### config.mk
export PLATFORM = sky130hd
export DESIGN_NAME = mem_access_ctrl_flat
export DESIGN_NICKNAME = d
export VERILOG_FILES = /design/src/rtl/mem_access_ctrl_if.sv /design/src/rtl/mem_access_ctrl.sv /design/src/flat_wrapper.sv
export SDC_FILE = /design/constraint.sdc
export NUM_CORES = 1
export LEC_CHECK = 0
export BUFFER_PORTS_ARGS = -buffer_cell sky130_fd_sc_hd__buf_2
export CAP_MARGIN = 20
export CORE_ASPECT_RATIO = 0.7
export CORE_MARGIN = 2
export CORE_UTILIZATION = 47
export CTS_BUF_LIST = sky130_fd_sc_hd__clkbuf_8
export CTS_CLUSTER_DIAMETER = 150
export DETAILED_ROUTE_END_ITERATION = 8
export GPL_ROUTABILITY_DRIVEN = 0
export GPL_TIMING_DRIVEN = 1
export HOLD_SLACK_MARGIN = 0.06
export PLACE_DENSITY = 0.82
export RECOVER_POWER = 50
export SLEW_MARGIN = 20
export SYNTH_ARGS = -nofsm -noshare
export SYNTH_HDL_FRONTEND = slang
export SYNTH_SLANG_ARGS = --single-unit
### constraint.sdc
create_clock -name clk -period 3.4 [get_ports clk]
set_input_delay 0.68 -clock clk [delete_from_list [all_inputs] [get_ports clk]]
set_output_delay 0.68 -clock clk [all_outputs]
set_load 0.03 [all_outputs]
### src/rtl/mem_access_ctrl_if.sv
// rtl/mem_access_ctrl_if.sv - request and memory bus bundle for mem_access_ctrl
interface mem_access_ctrl_if;
    logic        req;
    logic        we;
    logic        byte_op;
    logic [15:0] addr;
    logic [15:0] wdata;
    logic        busy;
    logic        done;
    logic [15:0] rdata;
    logic        mem_write;
    logic        mem_read;
    logic [15:0] mem_addr;
    logic [15:0] mem_wdata;
    logic [15:0] mem_rdata;

    modport slave (
        input  req, we, byte_op, addr, wdata, mem_rdata,
        output busy, done, rdata, mem_write, mem_read, mem_addr, mem_wdata
    );

    modport master (
        output req, we, byte_op, addr, wdata, mem_rdata,
        input  busy, done, rdata, mem_write, mem_read, mem_addr, mem_wdata
    );
endinterface

### src/rtl/mem_access_ctrl.sv
// rtl/mem_access_ctrl.sv - single-request memory access sequencer with registered strobes
// Byte access and the read-modify-write byte store exist only when BYTE_LANE_EN is defined.
module mem_access_ctrl (
    input  logic              clk,
    input  logic              rst,
    mem_access_ctrl_if.slave  io_bus
);

    typedef enum logic [2:0] {
        IDLE,
        RD_ISSUE,
        RD_WAIT,
        WR_ISSUE,
`ifdef BYTE_LANE_EN
        RMW_RD,
        RMW_WAIT,
        RMW_WR,
`endif
        DONE
    } state_t;

    state_t      r_state;
    logic        r_busy;
    logic        r_done;
    logic [15:0] r_rdata;
    logic        r_mem_write;
    logic        r_mem_read;
    logic [15:0] r_mem_addr;
    logic [15:0] r_mem_wdata;
`ifdef BYTE_LANE_EN
    logic        r_byte_op;
    logic [7:0]  r_wdata;
`endif

    assign io_bus.busy      = r_busy;
    assign io_bus.done      = r_done;
    assign io_bus.rdata     = r_rdata;
    assign io_bus.mem_write = r_mem_write;
    assign io_bus.mem_read  = r_mem_read;
    assign io_bus.mem_addr  = r_mem_addr;
    assign io_bus.mem_wdata = r_mem_wdata;

    // Bus encoding is inverted from the names: mem_write marks a load, mem_read a store.
    // Strobes are set on the edge entering the issue state, so they live for that state only.
    always_ff @(posedge clk or posedge rst) begin
        if (rst) begin
            r_state     <= IDLE;
            r_busy      <= 1'b0;
            r_done      <= 1'b0;
            r_rdata     <= 16'h0000;
            r_mem_write <= 1'b0;
            r_mem_read  <= 1'b0;
            r_mem_addr  <= 16'h0000;
            r_mem_wdata <= 16'h0000;
`ifdef BYTE_LANE_EN
            r_byte_op   <= 1'b0;
            r_wdata     <= 8'h00;
`endif
        end else begin
            case (r_state)
                IDLE: begin
                    if (io_bus.req) begin
                        r_busy     <= 1'b1;
                        r_mem_addr <= io_bus.addr;
`ifdef BYTE_LANE_EN
                        r_byte_op  <= io_bus.byte_op;
                        r_wdata    <= io_bus.wdata[7:0];
`endif
                        if (!io_bus.we) begin
                            r_mem_write <= 1'b1;
                            r_state     <= RD_ISSUE;
                        end
`ifdef BYTE_LANE_EN
                        else if (io_bus.byte_op) begin
                            r_mem_write <= 1'b1;
                            r_state     <= RMW_RD;
                        end
`endif
                        else begin
                            r_mem_read  <= 1'b1;
                            r_mem_wdata <= io_bus.wdata;
                            r_state     <= WR_ISSUE;
                        end
                    end
                end
                RD_ISSUE: begin
                    r_mem_write <= 1'b0;
                    r_state     <= RD_WAIT;
                end
                RD_WAIT: begin
`ifdef BYTE_LANE_EN
                    r_rdata <= r_byte_op ? {8'h00, io_bus.mem_rdata[7:0]} : io_bus.mem_rdata;
`else
                    r_rdata <= io_bus.mem_rdata;
`endif
                    r_done  <= 1'b1;
                    r_state <= DONE;
                end
                WR_ISSUE: begin
                    r_mem_read <= 1'b0;
                    r_done     <= 1'b1;
                    r_state    <= DONE;
                end
`ifdef BYTE_LANE_EN
                RMW_RD: begin
                    r_mem_write <= 1'b0;
                    r_state     <= RMW_WAIT;
                end
                RMW_WAIT: begin
                    // Upper byte keeps its memory value; only the addressed byte changes.
                    r_mem_wdata <= {io_bus.mem_rdata[15:8], r_wdata};
                    r_mem_read  <= 1'b1;
                    r_state     <= RMW_WR;
                end
                RMW_WR: begin
                    r_mem_read <= 1'b0;
                    r_done     <= 1'b1;
                    r_state    <= DONE;
                end
`endif
                DONE: begin
                    r_done  <= 1'b0;
                    r_busy  <= 1'b0;
                    r_state <= IDLE;
                end
                default: begin
                    r_done      <= 1'b0;
                    r_busy      <= 1'b0;
                    r_mem_write <= 1'b0;
                    r_mem_read  <= 1'b0;
                    r_state     <= IDLE;
                end
            endcase
        end
    end

endmodule

### src/flat_wrapper.sv
// flat-port wrapper written by rule: the top's interface ports become plain ports
module mem_access_ctrl_flat 
  (clk, rst, io_bus_req, io_bus_we, io_bus_byte_op, io_bus_addr, io_bus_wdata, io_bus_mem_rdata, io_bus_busy, io_bus_done, io_bus_rdata, io_bus_mem_write, io_bus_mem_read, io_bus_mem_addr, io_bus_mem_wdata);
  mem_access_ctrl_if io_bus_i ();
  input  logic clk;
  input  logic rst;
  input wire logic [$bits(io_bus_i.req)-1:0] io_bus_req;
  input wire logic [$bits(io_bus_i.we)-1:0] io_bus_we;
  input wire logic [$bits(io_bus_i.byte_op)-1:0] io_bus_byte_op;
  input wire logic [$bits(io_bus_i.addr)-1:0] io_bus_addr;
  input wire logic [$bits(io_bus_i.wdata)-1:0] io_bus_wdata;
  input wire logic [$bits(io_bus_i.mem_rdata)-1:0] io_bus_mem_rdata;
  output wire logic [$bits(io_bus_i.busy)-1:0] io_bus_busy;
  output wire logic [$bits(io_bus_i.done)-1:0] io_bus_done;
  output wire logic [$bits(io_bus_i.rdata)-1:0] io_bus_rdata;
  output wire logic [$bits(io_bus_i.mem_write)-1:0] io_bus_mem_write;
  output wire logic [$bits(io_bus_i.mem_read)-1:0] io_bus_mem_read;
  output wire logic [$bits(io_bus_i.mem_addr)-1:0] io_bus_mem_addr;
  output wire logic [$bits(io_bus_i.mem_wdata)-1:0] io_bus_mem_wdata;
  assign io_bus_i.req = io_bus_req;
  assign io_bus_i.we = io_bus_we;
  assign io_bus_i.byte_op = io_bus_byte_op;
  assign io_bus_i.addr = io_bus_addr;
  assign io_bus_i.wdata = io_bus_wdata;
  assign io_bus_i.mem_rdata = io_bus_mem_rdata;
  assign io_bus_busy = io_bus_i.busy;
  assign io_bus_done = io_bus_i.done;
  assign io_bus_rdata = io_bus_i.rdata;
  assign io_bus_mem_write = io_bus_i.mem_write;
  assign io_bus_mem_read = io_bus_i.mem_read;
  assign io_bus_mem_addr = io_bus_i.mem_addr;
  assign io_bus_mem_wdata = io_bus_i.mem_wdata;
  mem_access_ctrl u_core (.clk(clk), .rst(rst), .io_bus(io_bus_i));
endmodule
==> results of run 1 <==
[cell type report]
type                       instances  area [um^2]  share of cell area (%)
sequential                        55         1376                   49.91
multi-input combinational         63        684.4                   24.82
timing repair buffer             104        495.5                   17.97
clock buffer                       6        82.58                   2.995
tap                               55        68.82                   2.495
clock inverter                     2        35.03                   1.270
inverter                           4        15.01                  0.5445
[state kept, by name, summed over array words and instances (netlist names)]
register	count
u_core.io_bus.mem_write	1
u_core.io_bus.mem_read	1
u_core.io_bus.rdata	16
u_core.io_bus.mem_addr	16
u_core.io_bus.mem_wdata	16
u_core.io_bus.busy	1
u_core.r_state	3
u_core.io_bus.done	1
[where the power goes]
group	leakage (nW)	switching, mW	total (mW)	internal (mW)
Combinational	0.655	0.965	1.53	0.562
Clock	0.0612	0.203	0.442	0.238
Sequential	0.649	0.175	1.16	0.983
[routing by layer]
layer | vias up | GRT usage (%) | share of wire [%]
met5 | - | 0 | 0
met4 | 0 | 6.803 | 1.3
met3 | 7 | 6.395 | 10
met2 | 73 | 26.88 | 43
met1 | 659 | 21.68 | 46
li1 | 651 | - | -
[worst register-to-register path, delay by kind of cell, from the launching register on]
| family | cells | cell delay [ns] |
|---|---|---|
| mux | 1 | 0.38 |
| simple gates | 2 | 0.56 |
| flops | 1 | 0.46 |
| buf+inv | 1 | 0.88 |
[synth_stat cells, drive strengths merged]
| cell type | count | area [um^2] |
|---|---|---|
| nor4b | 1 | 15.01 |
| buf | 5 | 48.79 |
| or2b | 1 | 7.510 |
| nor2 | 2 | 7.510 |
| a31oi | 2 | 12.51 |
| o31ai | 2 | 15.01 |
| mux2 | 48 | 574.3 |
| inv | 4 | 15.01 |
| nand2 | 2 | 23.77 |
| nor2b | 1 | 8.760 |
| a21oi | 1 | 5.000 |
| and2b | 1 | 7.510 |
| a211o | 1 | 8.760 |
| dfrtp | 55 | 1376 |
| a21o | 1 | 7.510 |
[how the worst max path moves through the flow]
stage | start | end | depth (start not counted) | slack (ns)
finish | u_core.r_state[1] | u_core.io_bus.mem_wdata[8] | 4 | 1.02
global placement | io_bus_req | u_core.io_bus.mem_wdata[0] | 5 | 1.49
CTS | u_core.r_state[1] | u_core.io_bus.rdata[15] | 3 | 1.56
detailed placement | io_bus_req | u_core.io_bus.mem_wdata[8] | 5 | 1.45
floorplan | rst | u_core.io_bus.busy | 1 | 1.38
global route | rst | u_core.io_bus.mem_addr[15] | 2 | 0.79
[kinds of logic after synthesis]
| family | Yosys count |
|---|---|
| flip-flops | 55 |
| multiplexers | 48 |
| AND/OR/NAND/NOR | 8 |
| AO/OA/AOI/OAI | 7 |
| buffers and inverters | 9 |
[metrics by stage]
step | util, % | worst slack, ns
after floorplan | - | 1.377
after global placement | 61.67 | 1.495
after detailed placement | 61.72 | 1.452
after CTS | 64.43 | 1.559
after global routing | 63.33 | 0.7902
final | 63.33 | 1.025
==> out/qor.yml, run 1 <==
hold_path_depth: 1
grt_max_degree: 56
hold_end: "u_core.io_bus.busy"
yosysWarnings: 0
place_area_mm2: 0.002688
drc: 0
antenna_found_initial: 0
antenna_cells: 0
initial_core_util_pct: 48.99
drt_wl_total_mm: 4.038
cp_max_fo: 19
slowest_stage: "clkbuf_1"
syn_avg_cell_area_um2: 16.80
cp.buffers_inverters: 1
syn_area_mm2: 0.002133
io_pins: 105
muxShareOfSynthArea_pct: 26.92
worstPathRequired_ns: 3.60
ys_ff_latch: 55
ir_drop_mv: 0.5958
cp-start-kind: "register"
hp-class: "register to register"
cts_tree: "yes"
end_kind: "register"
syn_to_final_growth_pct: 29.27
final_area_mm2: 0.002758
synthSimpleGateAreaFrac_pct: 3.284
drive_gt1_share_pct: 60.26
synth_top_family_by_area: "multiplexers"
grt_pass1_vias: 1431
crit_chain: "nor4b_1 > clkbuf_1 > nand2_8 > mux2_4"
mostFrequentLayoutCells: "84 x buf_2, 55 x dfrtp_1, 39 x mux2_2, 20 x clkbuf_1, 9 x mux2_4"
hold_ws_ns: 0.4962
p_per_area_mw_per_mm2: 1134
clock_latency_ns: 0.30
fmax_mhz: 421.0
finalSetupViolCount: 0
ant_nets: 0
wl_per_cell_um: 13.97
ff2ff_path_depth: 4
tightest_slew_ns: 1.984
n_fill_cell: 368
dieArea_mm2: 0.005102
critical_path_class: "register to register"
cp_top_family: "buffers and inverters"
cap_violations: 1
gr-total-overflow: 0
max-slew-margin-rel_pct: -32.39
fin_skew_ns: 0.004132
maxSlewViolCount: 56
via_per_inst: 4.810
die_h_um: 60.37
hold_path.startpoint: "u_core.io_bus.busy"
post-route-period-util_pct: 69.86
syn_inst: 127
cts_buffers: 5
grt_use_total_pct: 16.94
fin_setup_tns_ns: 0
cts_resized: 0
crit_arrival_ns: 2.57
first_pass_iters: 3
dp.cells: 281
clock_path_buffers: 2
ys_seq_area_share_pct: 64.52
violations: "capacitance limit, slew limit"
synth_fa_ha_area_share_pct: 0
cts_setup_buffers: 0
r2r_start: "u_core.r_state[1]"
hold_buffers: 0
htree_num_levels: 2
synth_compound_area_share_pct: 2.287
rrSetupSlack_ns: 1.02
vias: 1390
core_area_mm2: 0.004354
rsz0062_at_grt: "no"
synth_cell_type_count: 19
rows: 20
r2r_end: "u_core.io_bus.mem_wdata[8]"
nets: 286
clock-sinks: 55
fin_crit_ns: 2.375
power_mw: 3.128
final_common_cell: "buf_2"
drt_iter0_markers: 27
cts_root_buf: "clkbuf_8"
hold_viol_final: 0
synth-xor-area-share_pct: 0
leakagePower_nw: 1.365
synth_nets: 180
cpPeakStageDelay_ns: 0.88
clk_pin_slew_ns: 0.09
fin_cells: 289
dieWidth_um: 84.53
io_buffers: 103
outcome: "finished with violations"
hpwl_mm: 2.905
grt_pass1_wl_mm: 6.637
Power figures use the tool's default switching activity.
==> inputs of run 2 (changes only) <==
- CORE_UTILIZATION: 47 -> 42
- PLACE_DENSITY: 0.82 -> 0.77
- clock period: 3.4 -> 2.1 ns (I/O delays scaled with it)
==> out/qor.yml, run 2 (synthesis results as in run 1) <==
outcome: "complete, no violations"  # was finished with violations
initial_core_util_pct: 44.13  # was 48.99%
rows: 21  # was 20
first_pass_iters: 2  # was 3
fmax_mhz: 596.3  # was 421.0 MHz
syn_to_final_growth_pct: 30.03  # was 29.27%
hold_buffers: 0  # unchanged
drc: 0  # unchanged
clock_path_buffers: 2  # unchanged
cp_max_fo: 17  # was 19
cp-start-kind: "register"  # unchanged
ant_nets: 0  # unchanged
post-route-period-util_pct: 79.86  # was 69.86%
fin_crit_ns: 1.677  # was 2.375 ns
io_buffers: 103  # unchanged
clock_latency_ns: 0.29  # was 0.30 ns
gr-total-overflow: 0  # unchanged
max-slew-margin-rel_pct: 12.97  # was -32.39%
power_mw: 4.927  # was 3.128 mW
cts_tree: "yes"  # unchanged
rsz0062_at_grt: "no"  # unchanged
drt_iter0_markers: 15  # was 27
cts_buffers: 5  # unchanged
final_common_cell: "buf_2"  # unchanged
die_h_um: 63.63  # was 60.37 um
dieWidth_um: 89.18  # was 84.53 um
ir_drop_mv: 0.8332  # was 0.5958 mV
finalSetupViolCount: 0  # unchanged
fin_skew_ns: 0.001434  # was 0.004132 ns
cts_root_buf: "clkbuf_8"  # unchanged
grt_max_degree: 56  # unchanged
r2r_start: "u_core.r_state[1]"  # unchanged
antenna_found_initial: 0  # unchanged
cp-startpoint: "u_core.r_state[1]"  # unchanged
drt_wl_total_mm: 4.090  # was 4.038 mm
io_pins: 105  # unchanged
hpwl_mm: 3.010  # was 2.905 mm
fin_setup_tns_ns: 0  # unchanged
dp.cells: 298  # was 281
nets: 289  # was 286
end_kind: "register"  # unchanged
cts_setup_buffers: 0  # unchanged
critical_path_class: "register to register"  # unchanged
wl_per_cell_um: 13.37  # was 13.97 um
drive_gt1_share_pct: 59.49  # was 60.26%
grt_pass1_vias: 1444  # was 1431
grt_pass1_wl_mm: 6.423  # was 6.637 mm
antenna_cells: 0  # unchanged
worstPathRequired_ns: 2.29  # was 3.60 ns
mostFrequentLayoutCells: "81 x buf_2, 55 x dfrtp_1, 39 x mux2_2, 22 x clkbuf_1, 9 x mux2_4"  # was 84 x buf_2, 55 x dfrtp_1, 39 x mux2_2, 20 x clkbuf_1, 9 x mux2_4
crit_arrival_ns: 1.86  # was 2.57 ns
hold_viol_final: 0  # unchanged
rrSetupSlack_ns: 0.42  # was 1.02 ns
fin_cells: 306  # was 289
via_per_inst: 4.634  # was 4.810
r2r_end: "u_core.io_bus.mem_wdata[1]"  # was u_core.io_bus.mem_wdata[8]
cts_resized: 0  # unchanged
core_area_mm2: 0.004835  # was 0.004354 mm^2
htree_num_levels: 2  # unchanged
tightest_slew_ns: 1.305  # was 1.984 ns
ff2ff_path_depth: 4  # unchanged
clock-sinks: 55  # unchanged
p_per_area_mw_per_mm2: 1776  # was 1134 mW/mm^2
leakagePower_nw: 1.372  # was 1.365 nW
crit_end: "u_core.io_bus.mem_wdata[1]"  # was u_core.io_bus.mem_wdata[8]
hp-class: "input port to register"  # was register to register
clk_pin_slew_ns: 0.09  # about the same
maxSlewViolCount: 0  # was 56
vias: 1418  # was 1390
dieArea_mm2: 0.005674  # was 0.005102 mm^2
grt_use_total_pct: 14.78  # was 16.94%
cap_violations: 0  # was 1
[run 2: cell count changes in the layout (fill, tap and decap cells not counted)]
cell and delta:
clkbuf_2 +1, nor4b_1 -1, bufinv_16 -1, buf_4 +3, inv_1 +2, buf_2 -3
clkbuf_8 -1, nor4b_4 +1, clkbuf_1 +2
[run 2: where the power goes]
group	internal [mW]	total, mW	switching (mW)	leakage, nW
Clock	0.225	0.546	0.320	0.0505
Combinational	0.931	2.50	1.57	0.672
Sequential	1.59	1.88	0.287	0.649
Total	2.75	4.93	2.18	1.37
[run 2: per-layer routing]
layer  up-vias  GRT usage [%]  wire [um]
met5         -              0          0
met4         0          4.851         31
met3         5          5.636        400
met2        67          24.07       1902
met1       688          17.96       1756
li1        658              -          -
[run 2: worst max-delay path, cell delays in order (launching register included)]
cell	delay, ns
dfrtp_1	0.48
nor4b_4	0.43
buf_4	0.21
nand2_8	0.12
mux2_4	0.32
[run 2: worst min path at each step]
stage | start | endpoint | slack, ns | cells past startpoint
after global routing | io_bus_wdata[4] | u_core.io_bus.mem_wdata[4] | 0.33 | 2
after detailed placement | u_core.io_bus.busy | u_core.io_bus.busy | 0.47 | 1
after CTS | rst | u_core.io_bus.rdata[7] | 0.17 | 3
final | io_bus_addr[14] | u_core.io_bus.mem_addr[14] | 0.35 | 2
after global placement | u_core.io_bus.busy | u_core.io_bus.busy | 0.46 | 1
after floorplan | u_core.r_state[2] | u_core.r_state[1] | 0.51 | 1
[run 2: through the flow]
step / hold slack (ns) / utilization [%] / setup slack [ns] / area, um^2
global placement: 0.4641 / 56.63 / 0.4212 / 2738
global route: 0.3334 / 57.38 / 0.3112 / 2774
detailed placement: 0.4729 / 56.63 / 0.4140 / 2738
floorplan: 0.5068 / - / 0.3371 / 2133
CTS: 0.1712 / 58.31 / 0.3963 / 2819
finish: 0.3464 / 57.38 / 0.4230 / 2774
[run 2: cell type report]
cell class,count,area [um^2]
fillers,432,2061
flip-flops and latches,55,1376
multi-input cells,63,699.4
repair buffers,107,515.5
well taps,69,86.33
clock buffers,5,68.82
inverters,4,15.01
clock inverters,3,12.51
==> inputs of run 3 (changes only) <==
- clock period: 2.1 -> 1.48 ns (I/O delays scaled with it)
==> out/qor.yml, run 3 (synthesis results as in run 1) <==
outcome: "finished with violations"  # was complete, no violations
violations: "setup timing"
syn_to_final_growth_pct: 37.18  # was 30.03%
initial_core_util_pct: 44.13  # unchanged
grt_use_total_pct: 15.33  # was 14.78%
htree_num_levels: 2  # unchanged
cp-start-kind: "register"  # unchanged
cp_top_family: "simple AND/OR/NAND/NOR gates"  # unchanged
gr-total-overflow: 0  # unchanged
seqCellArea_mm2: 0.001378  # was 0.001376 mm^2
fmax_mhz: 672.8  # was 596.3 MHz
core_area_mm2: 0.004835  # unchanged
wl_per_cell_um: 13.38  # was 13.37 um
final_common_cell: "buf_2"  # unchanged
vias: 1464  # was 1418
place_area_mm2: 0.002796  # was 0.002738 mm^2
ir_drop_mv: 1.204  # was 0.8332 mV
slowest_stage: "dfrtp_1"  # unchanged
clk_pin_slew_ns: 0.10  # was 0.09 ns
n_fill_cell: 409  # was 432
cts_buffers: 5  # unchanged
post-route-period-util_pct: 100.4  # was 79.86%
io_pins: 105  # unchanged
cp_max_fo: 9  # was 17
drive_gt1_share_pct: 70.49  # was 59.49%
cap_violations: 0  # unchanged
dieWidth_um: 89.18  # unchanged
cpPeakStageDelay_ns: 0.42  # was 0.48 ns
power_mw: 7.460  # was 4.927 mW
hpwl_mm: 3.106  # was 3.010 mm
hold_viol_final: 0  # unchanged
multiInputGateArea_um2: 724.4  # was 699.4 um^2
cp.buffers_inverters: 1  # unchanged
io_buffers: 103  # unchanged
nets: 296  # was 289
worstPathRequired_ns: 1.68  # was 2.29 ns
crit_chain: "nor4b_4 > buf_4 > nand2_8 > mux2_4"  # unchanged
crit_arrival_ns: 1.68  # was 1.86 ns
cp-startpoint: "u_core.r_state[0]"  # was u_core.r_state[1]
hp-class: "input port to register"  # unchanged
grt_max_degree: 21  # was 56
rrSetupSlack_ns: -0.006  # was 0.42 ns
clock_latency_ns: 0.30  # was 0.29 ns
mostFrequentLayoutCells: "103 x buf_2, 54 x dfrtp_1, 36 x mux2_2, 12 x mux2_4, 6 x clkbuf_8"  # was 81 x buf_2, 55 x dfrtp_1, 39 x mux2_2, 22 x clkbuf_1, 9 x mux2_4
finalSetupViolCount: 6  # was 0
ant_nets: 0  # unchanged
drt_iter0_markers: 38  # was 15
rows: 21  # unchanged
leakagePower_nw: 1.485  # was 1.372 nW
grt_pass1_wl_mm: 6.713  # was 6.423 mm
tightest_slew_ns: 0.4123  # was 1.305 ns
grt_pass1_vias: 1548  # was 1444
final_area_mm2: 0.002927  # was 0.002774 mm^2
fin_crit_ns: 1.486  # was 1.677 ns
critical_path_class: "register to register"  # unchanged
dieArea_mm2: 0.005674  # unchanged
r2r_end: "u_core.io_bus.mem_wdata[3]"  # was u_core.io_bus.mem_wdata[1]
cts_root_buf: "clkbuf_8"  # unchanged
die_h_um: 63.63  # unchanged
p_per_area_mw_per_mm2: 2549  # was 1776 mW/mm^2
fin_ws_ns: -0.006246  # was 0.4230 ns
end_kind: "register"  # unchanged
antenna_found_initial: 0  # unchanged
via_per_inst: 4.677  # was 4.634
antenna_cells: 0  # unchanged
path_depth: 4  # unchanged
maxSlewViolCount: 0  # unchanged
first_pass_iters: 3  # was 2
ff2ff_path_depth: 4  # unchanged
clock-sinks: 55  # unchanged
drt_wl_total_mm: 4.187  # was 4.090 mm
fin_skew_ns: 0.008164  # was 0.001434 ns
rsz0062_at_grt: "yes"  # was no
drc: 0  # unchanged
max-slew-margin-rel_pct: 72.51  # was 12.97%
crit_end: "u_core.io_bus.mem_wdata[3]"  # was u_core.io_bus.mem_wdata[1]
r2r_start: "u_core.r_state[0]"  # was u_core.r_state[1]
clock_path_buffers: 2  # unchanged
cts_tree: "yes"  # unchanged
[run 3: cell types whose count changed in the layout (fill, tap and decap cells not counted), sizes merged]
cell,previous run,this run
buf,84,109
dlygate4sd3,0,1
clkbuf,28,9
nand2,2,3
bufinv,0,1
clkinvlp,0,1
inv,6,3
[run 3: per-layer routing]
metal	track usage [%]	share of wire (%)	vias up
met2	24.81	45	68
met3	5.767	10	5
met5	0	0	-
li1	-	-	675
met4	4.478	0.81	0
met1	19.08	44	716
[run 3: how the worst min path moves through the flow]
stage,cells after the start,slack (ns),endpoint,start
global route,2,0.20,u_core.io_bus.mem_addr[10],io_bus_addr[10]
finish,2,0.22,u_core.io_bus.mem_wdata[1],io_bus_wdata[1]
detailed placement,2,0.34,u_core.io_bus.mem_wdata[3],rst
CTS,2,0.21,u_core.io_bus.mem_wdata[1],io_bus_wdata[1]
floorplan,1,0.37,u_core.io_bus.busy,rst
global placement,2,0.33,u_core.io_bus.mem_wdata[3],rst
[run 3: area by class of cell]
| type | instances | share of cell area [%] |
|---|---|---|
| repair buffers | 113 | 20.56 |
| multi-input cells | 64 | 24.75 |
| flip-flops and latches | 55 | 47.07 |
| well taps | 69 | 2.950 |
| clock inverters | 2 | 1.197 |
| clock buffers | 6 | 2.822 |
| inverters | 4 | 0.6413 |
[run 3: repair_timing]
action | in CTS | in global routing
endpoints found under the setup margin | 25 | 48
resized for setup | 2 | 3
gates cloned | 1 | 0
buffers inserted | 1 | 0
hold buffers | 1 | 0
endpoints found under the hold margin | 16 | 0
[run 3: where the power goes]
part	internal, mW	switching [mW]
clock network	0.547	0.451
logic	1.52	2.28
registers	2.26	0.394
total	4.33	3.13
[run 3: per-stage QoR]
| stage | hold WS, ns | utilization, % | setup WS, ns | TNS [ns] | cells |
|---|---|---|---|---|---|
| floorplan | 0.3701 | - | -0.03904 | -0.5988 | 127 |
| global placement | 0.3338 | 57.84 | 0.01958 | 0 | 302 |
| detailed placement | 0.3431 | 57.84 | -0.04565 | -0.5823 | 302 |
| CTS | 0.2074 | 60.97 | -0.01882 | -0.1113 | 313 |
| global route | 0.2022 | 60.53 | -0.06089 | -1.308 | 313 |
| finish | 0.2167 | 60.53 | -0.006246 | -0.01897 | 313 |
[run 3: worst reg2reg max path, stage by stage (launching register included)]
cell,delay (ns)
dfrtp_1,0.42
nor4b_4,0.34
buf_4,0.21
nand2_8,0.10
mux2_4,0.32
